### config.mk
export PLATFORM = sky130hd
export DESIGN_NAME = div_unit
export DESIGN_NICKNAME = d
export VERILOG_FILES = /design/src/rtl/div_unit.sv
export SDC_FILE = /design/constraint.sdc
export NUM_CORES = 1
export LEC_CHECK = 0
export BUFFER_PORTS_ARGS = -buffer_cell sky130_fd_sc_hd__clkbuf_2
export CAP_MARGIN = 10
export CORE_MARGIN = 1.5
export CORE_UTILIZATION = 55
export DETAILED_ROUTE_END_ITERATION = 7
export GPL_TIMING_DRIVEN = 1
export HOLD_SLACK_MARGIN = 0.03
export PLACE_DENSITY = 0.76
export SETUP_SLACK_MARGIN = 0.15
export SLEW_MARGIN = 20
export SYNTH_ARGS = -nofsm -noshare
export SYNTH_HDL_FRONTEND = slang
export SYNTH_SLANG_ARGS = --single-unit
### constraint.sdc
create_clock -name clk -period 8.1 [get_ports clk]
set_input_delay 1.215 -clock clk [delete_from_list [all_inputs] [get_ports clk]]
set_output_delay 1.215 -clock clk [all_outputs]
set_load 0.05 [all_outputs]
### src/rtl/div_unit.sv
// Multi-cycle restoring divider for DIV/DIVU: one quotient bit per cycle,
// remainder to HI and quotient to LO, with a one-shot HI/LO write strobe.
module div_unit #(
    parameter int WIDTH = 32
) (
    input  logic             clk,
    input  logic             rst,
    input  logic             start_i,
    input  logic             annul_i,
    input  logic             signed_div_i,
    input  logic [WIDTH-1:0] opdata1_i,
    input  logic [WIDTH-1:0] opdata2_i,
    output logic             ready_o,
    output logic             hilo_we_o,
    output logic [WIDTH-1:0] hi_o,
    output logic [WIDTH-1:0] lo_o
);

    localparam int CW = $clog2(WIDTH);
    localparam logic [CW-1:0] LAST_STEP = CW'(WIDTH - 1);

    typedef enum logic [1:0] {
        FREE   = 2'd0,
        BYZERO = 2'd1,
        ON     = 2'd2,
        END    = 2'd3
    } state_t;

    state_t           state_r;
    state_t           state_next_s;
    logic [CW-1:0]    counter_r;
    logic [WIDTH-1:0] rem_r;
    logic [WIDTH-1:0] quo_r;
    logic [WIDTH-1:0] divisor_r;
    logic             neg1_r;
    logic             neg2_r;
    logic             ready_r;
    logic             hilo_we_r;
    logic [WIDTH-1:0] hi_r;
    logic [WIDTH-1:0] lo_r;

    logic             neg1_s;
    logic             neg2_s;
    logic [WIDTH-1:0] abs1_s;
    logic [WIDTH-1:0] abs2_s;
    logic [WIDTH:0]   rem_shift_s;
    logic [WIDTH:0]   diff_s;
    logic             fits_s;
    logic             end_hold_s;
    logic [WIDTH-1:0] quo_fix_s;
    logic [WIDTH-1:0] rem_fix_s;

    assign neg1_s = signed_div_i & opdata1_i[WIDTH-1];
    assign neg2_s = signed_div_i & opdata2_i[WIDTH-1];
    assign abs1_s = neg1_s ? ({WIDTH{1'b0}} - opdata1_i) : opdata1_i;
    assign abs2_s = neg2_s ? ({WIDTH{1'b0}} - opdata2_i) : opdata2_i;

    // A clear top bit of the W+1-bit difference means no borrow: the divisor fits.
    assign rem_shift_s = {rem_r, quo_r[WIDTH-1]};
    assign diff_s      = rem_shift_s - {1'b0, divisor_r};
    assign fits_s      = ~diff_s[WIDTH];

    assign quo_fix_s  = (neg1_r ^ neg2_r) ? ({WIDTH{1'b0}} - quo_r) : quo_r;
    assign rem_fix_s  = neg1_r ? ({WIDTH{1'b0}} - rem_r) : rem_r;
    assign end_hold_s = (state_r == END) && (state_next_s == END);

    // FSM state register.
    always_ff @(posedge clk or posedge rst) begin
        if (rst) begin
            state_r <= FREE;
        end else begin
            state_r <= state_next_s;
        end
    end

    // Next-state logic; the first END cycle always publishes unless annulled.
    always_comb begin
        state_next_s = state_r;
        case (state_r)
            FREE: begin
                if (start_i && !annul_i) begin
                    state_next_s = (opdata2_i == {WIDTH{1'b0}}) ? BYZERO : ON;
                end else begin
                    state_next_s = FREE;
                end
            end
            BYZERO: begin
                if (annul_i) begin
                    state_next_s = FREE;
                end else begin
                    state_next_s = END;
                end
            end
            ON: begin
                if (annul_i) begin
                    state_next_s = FREE;
                end else if (counter_r == LAST_STEP) begin
                    state_next_s = END;
                end else begin
                    state_next_s = ON;
                end
            end
            END: begin
                if (annul_i || (ready_r && !start_i)) begin
                    state_next_s = FREE;
                end else begin
                    state_next_s = END;
                end
            end
            default: state_next_s = FREE;
        endcase
    end

    // Operand capture and one restoring step per ON cycle.
    always_ff @(posedge clk or posedge rst) begin
        if (rst) begin
            counter_r <= {CW{1'b0}};
            rem_r     <= {WIDTH{1'b0}};
            quo_r     <= {WIDTH{1'b0}};
            divisor_r <= {WIDTH{1'b0}};
            neg1_r    <= 1'b0;
            neg2_r    <= 1'b0;
        end else begin
            case (state_r)
                FREE: begin
                    if (state_next_s != FREE) begin
                        counter_r <= {CW{1'b0}};
                        rem_r     <= {WIDTH{1'b0}};
                        quo_r     <= abs1_s;
                        divisor_r <= abs2_s;
                        neg1_r    <= neg1_s;
                        neg2_r    <= neg2_s;
                    end
                end
                BYZERO: begin
                    rem_r <= {WIDTH{1'b0}};
                    quo_r <= {WIDTH{1'b0}};
                end
                ON: begin
                    rem_r     <= fits_s ? diff_s[WIDTH-1:0] : rem_shift_s[WIDTH-1:0];
                    quo_r     <= {quo_r[WIDTH-2:0], fits_s};
                    counter_r <= counter_r + CW'(1);
                end
                default: begin
                    counter_r <= counter_r;
                end
            endcase
        end
    end

    // Registered result outputs; HI/LO only change on the first published END cycle.
    always_ff @(posedge clk or posedge rst) begin
        if (rst) begin
            ready_r   <= 1'b0;
            hilo_we_r <= 1'b0;
            hi_r      <= {WIDTH{1'b0}};
            lo_r      <= {WIDTH{1'b0}};
        end else begin
            ready_r   <= end_hold_s;
            hilo_we_r <= end_hold_s && !ready_r;
            if (end_hold_s && !ready_r) begin
                hi_r <= rem_fix_s;
                lo_r <= quo_fix_s;
            end
        end
    end

    assign ready_o   = ready_r;
    assign hilo_we_o = hilo_we_r;
    assign hi_o      = hi_r;
    assign lo_o      = lo_r;

endmodule
=== After elaboration in Yosys (flattened, before gate mapping) ===
Index checks and enable logic that the tools add are counted.

* Input bits: 69
* Word-level logic and storage cells: 61
* Output and inout port bits: 66
* Bits in registers: 171

* Reduce and logical (&&, ||, !) cells: 16
* Equality and inequality tests: 6
* Muxes and demuxes: 18
* Bitwise operators: 4
* Add/subtract/negate cells: 6

{| class="wikitable"
|+ Operator list
! operator !! count
|-
| 2-to-1 mux 32 bit || 7
|-
| one-hot mux 32 bit (3 select lines) || 2
|-
| subtractor 1 x 32 -> 32 bit (first input constant) || 4
|-
| subtractor 33 x 32 -> 33 bit || 1
|-
| zero test 32 bit || 1
|-
| 2-to-1 mux 2 bit || 5
|-
| one-hot mux 5 bit (2 select lines) || 1
|-
| one-hot mux 2 bit (4 select lines) || 1
|-
| == test 2 bit (second input constant) || 3
|-
| AND reduction 2 bit || 3
|-
| adder 5 x 1 -> 5 bit (second input constant) || 1
|-
| == test 5 bit (second input constant) || 1
|-
| 2-to-1 mux 5 bit || 1
|-
| logical AND 1 bit || 4
|-
| nonzero test 2 bit || 2
|-
| zero test 1 bit || 3
|-
| nonzero test 3 bit || 1
|-
| AND 1 bit || 2
|-
| == test 2 x 1 -> 1 bit (second input constant) || 1
|-
| zero test 2 bit || 1
|-
| inequality test 2 bit (second input constant) || 1
|-
| logical OR 1 bit || 1
|-
| 2-to-1 mux 1 bit || 1
|-
| NOT 1 bit || 1
|-
| bitwise XOR 1 bit || 1
|}

=== Depth between registers and ports, before layout ===
* Depth after elaboration: 8
* Gate-level depth with buffers: 13
* Mapped depth without buffers: 12

=== Worst setup path before layout ===
OpenSTA, ideal clock, no wires.

* Path type: input -> register
* Start point: input opdata2_i[2]
* End point: register divisor_r[27]
* Setup time: 134 ps
* Arrival: 3195 ps
* Required time: 7966 ps
* Cell stages on the path: 9
* Path slack: 4771 ps
* Buffers on the path: 0
* Path through: or4_1 -> nor3_1 -> and2_1 -> nor3b_2 -> nand2_1 -> or2_2 -> o31ai_2 -> xor2_1 -> o21ai_0

* Word-level cells in the longest chain between the ends: 6

{| class="wikitable"
|+ RTL lines
! element !! RTL line !! text
|-
| start: declaration || 12 || <nowiki>input logic [WIDTH-1:0] opdata2_i,</nowiki>
|-
| parallel branches: the longest is 6 deep, another holds subtractor 1 x 32 -> 32 bit || - ||
|-
| end signal: assignment || 120 || <nowiki>divisor_r <= {WIDTH{1'b0}};</nowiki>
|-
| end signal: assignment || 130 || <nowiki>divisor_r <= abs2_s;</nowiki>
|-
| end: declaration || 34 || <nowiki>logic [WIDTH-1:0] divisor_r;</nowiki>
|}

Several ways; the timed one is not identified.
A chain may end at the register's enable or synchronous reset.

=== Worst setup path in the final report ===
* Start point: register state_r[0]
* End point: register rem_r[29]

* Word-level cells in the longest chain between the ends: 5

{| class="wikitable"
|+ RTL lines
! element !! RTL line !! text
|-
| start: declaration || 29 || <nowiki>state_t state_r;</nowiki>
|-
| start signal: assignment || 72 || <nowiki>state_r <= state_next_s;</nowiki>
|-
| == test 2 bit, or another cell as far along || 79 || <nowiki>case (state_r)</nowiki>
|-
| one-hot mux 2 bit (4 select lines) || 79 ||
|-
| nonzero test 2 bit || 126 || <nowiki>if (state_next_s != FREE) begin</nowiki>
|-
| inequality test 2 bit (no line) || - ||
|-
| AND reduction 2 bit (no line) || - ||
|-
| end signal: assignment || 128 || <nowiki>rem_r <= {WIDTH{1'b0}};</nowiki>
|-
| end signal: assignment || 136 || <nowiki>rem_r <= {WIDTH{1'b0}};</nowiki>
|-
| end signal: assignment || 140 || <nowiki>rem_r <= fits_s ? diff_s[WIDTH-1:0] : rem_shift_s[WIDTH-1:0];</nowiki>
|-
| end: declaration || 32 || <nowiki>logic [WIDTH-1:0] rem_r;</nowiki>
|}

Parallel ways exist; a longest one is shown, timed or not.

==> flow_summary.yaml <==
setup_path:
  worst-endpoint-required_ns: 8.44
  r2r_setup_slack_ns: 4.46
  cp.arrival_ns: 3.99
  critPathLaunch: "state_r[0]"
  critPathLaunchType: "register"
  worstSetupPathType: "reg2reg"
  endpoint_kind: "register"
  r2r_end: "rem_r[29]"
  rr_startpoint: "state_r[0]"
  endpoint: "rem_r[29]"
  cp_max_fo: 94
  worst_r2r_path_depth: 12
place:
  place.gp.congestion: 0.9140
  numPortBuffers: 134
  dp_hpwl_um: 19820
  place_ws_ns: 4.094
  dpl-instance-area_mm2: 0.01196
sta:
  worstMarginPinSlew_ns: 1.026
  worst_slack_ns: 4.457
  min_period_over_period_pct: 44.97
  hold_ws_ns: 0.4816
  setup_tns_ns: 0
  rsz0062_at_grt: "false"
  fmax_ghz: 0.2745
  setup_viol: 0
  maxSlewViolCount: 0
  period_minus_slack_ns: 3.643
  final_hold_viol_count: 0
  skew_ns: 0.01110
  max_slew_margin_pct: 31.60
floorplan:
  num_io_pins: 135
  core_area_mm2: 0.01972
  initial_core_util_pct: 56.69
  die_width_um: 145.6
  dieArea_mm2: 0.02119
  fp.dieH_um: 145.6
  placement_rows: 51
power_and_ir_drop:
  p_leak_nw: 5.905
  power_density_mw_per_mm2: 193.0
  peakVddDrop_mv: 0.1437
clock_network:
  cts_tree: "done"
  cts_buffers: 17
  clk_latency_ns: 0.44
  postCtsSetupBuffers: 0
  h-tree-depth: 4
  clockBufferDepth: 2
  cts.reportedPaths.clkPinSlew_ns: 0.08
  cts_hold_buf: 0
  cts_sinks: 171
  cts.repair.resized: 0
  root_buffer: "clkbuf_16"
synth:
  synth_cells: 1327
  ys_warn_count: 0
  async_flop_share_pct: 100.0
  syn-cell-area_mm2: 0.01118
  synth_top_area_share_pct: 38.28
  ys_seq_elements: 171
  ys_seq_area_share_pct: 38.28
  synth_edf_count: 0
  synthesis.nets: 1440
  synthFlopType: "dfrtp_1"
  synthDistinctLibCells: 70
  syn_area_per_cell_um2: 8.424
  synth_top_area_cell: "dfrtp_1"
  synth_area_leaders: "dfrtp_1 38%, a21oi_1 7.6%, xor2_1 6.5%"
grt:
  grt_usage_pct: 25.73
  grt_pass1_vias: 8875
  grt_max_degree: 126
  antenna_found_initial: 0
  overflow: 0
  grt_first_pass_wirelength_um: 44420
final_layout:
  area_growth_pct: 12.57
  drive_gt1_share_pct: 13.90
  final_nets: 1539
  insertedDiodeCount: 0
  fin_area_mm2: 0.01258
route:
  routed_wl_um: 26910
  vias: 9777
  vias_per_cell: 5.738
  drc: 0
  ant_nets: 0
  firstDrtPassIters: 5
  drtIter0Drc: 694
  wl_per_cell_um: 15.79
outcome:
  status: "completed"
job:
  drv.max_cap_violation_count: 0
min_path:
  worstHoldPathType: "reg2reg"
placed cells by master (no fill, tap or decap), types with 20 or more instances in the layout:
| master | count |
|---|---|
| a21oi_1 | 170 |
| inv_1 | 54 |
| xnor2_1 | 62 |
| nand2_1 | 134 |
| ha_1 | 43 |
| nor3_1 | 22 |
| dfrtp_1 | 171 |
| o21ai_0 | 121 |
| clkbuf_2 | 134 |
| xor2_1 | 83 |
| nor2_1 | 156 |
| mux2i_1 | 20 |
per-stage QoR:
stage / total power, mW / cells / utilization, %
floorplan: 1.424 / 1327 / -
global placement: 1.568 / 1672 / 60.68
detailed placement: 1.583 / 1672 / 60.68
CTS: 2.430 / 1704 / 63.80
global route: 2.550 / 1704 / 63.82
finish: 2.429 / 1704 / 63.82
critical path, cell delays in order (launching register included):
cell and delay, ns:
dfrtp_1 0.40, inv_1 0.11, ha_1 0.15, buf_4 0.22
inv_1 0.15, a21oi_1 0.19, nor2_1 0.08, o21ai_1 0.42
nand2b_2 0.08, buf_4 0.38, nor2_1 0.80, nand2_1 0.27
o21ai_0 0.26
sequential cells by signal, summed over array words and instances, names as in the netlist, 2 cells and up:
signal and count:
divisor_r 32, hi_o 32, lo_o 32, quo_r 32
rem_r 32, counter_r 5, state_r 2
routing by layer:
| metal | track usage [%] | wire [µm] |
|---|---|---|
| met5 | 0 | 0 |
| met3 | 3.918 | 1673 |
| met2 | 36.88 | 11140 |
| met4 | 6.582 | 375 |
| met1 | 40.28 | 13720 |
worst min-delay path by stage:
| stage | from | to | slack [ns] | cells past startpoint |
|---|---|---|---|---|
| 2_1_floorplan | divisor_r[13] | divisor_r[13] | 0.45 | 2 |
| 3_3_place_gp | divisor_r[14] | divisor_r[14] | 0.46 | 2 |
| 3_5_place_dp | divisor_r[26] | divisor_r[26] | 0.47 | 2 |
| 4_1_cts | divisor_r[23] | divisor_r[23] | 0.49 | 2 |
| 5_1_grt | divisor_r[26] | divisor_r[26] | 0.51 | 2 |
| 6_report | divisor_r[26] | divisor_r[26] | 0.48 | 2 |
cell families after synthesis:
logic type | after synthesis | synth area share [%]
mux | 24 | 2.194
compound gates | 393 | 20.51
xor+xnor | 146 | 11.51
simple gates | 431 | 17.98
buf+inv | 118 | 4.544
fa+ha+maj | 44 | 4.992
flops | 171 | 38.28
area by class of cell:
| class | instances | area, µm² |
|---|---|---|
| tap | 265 | 331.6 |
| inverter | 55 | 211.5 |
| clock buffer | 17 | 425.4 |
| multi-input combinational | 1038 | 6404 |
| fill | 1720 | 7134 |
| clock inverter | 15 | 190.2 |
| sequential | 171 | 4279 |
| timing repair buffer | 143 | 742.0 |
Yosys cell counts, types with 20 or more instances:
library cell,count
xnor2_1,62
nor2_1,157
xor2_1,83
dfrtp_1,171
nand2_1,135
nor3_1,22
ha_1,43
a21oi_1,170
mux2i_1,20
o21ai_0,121
inv_1,55
clkbuf_1,46
power by group:
part / switching (mW) / internal [mW]
combinational: 0.346 / 0.222
sequential: 0.0878 / 0.924
clock: 0.401 / 0.448
(Power assumes the default switching activity.)
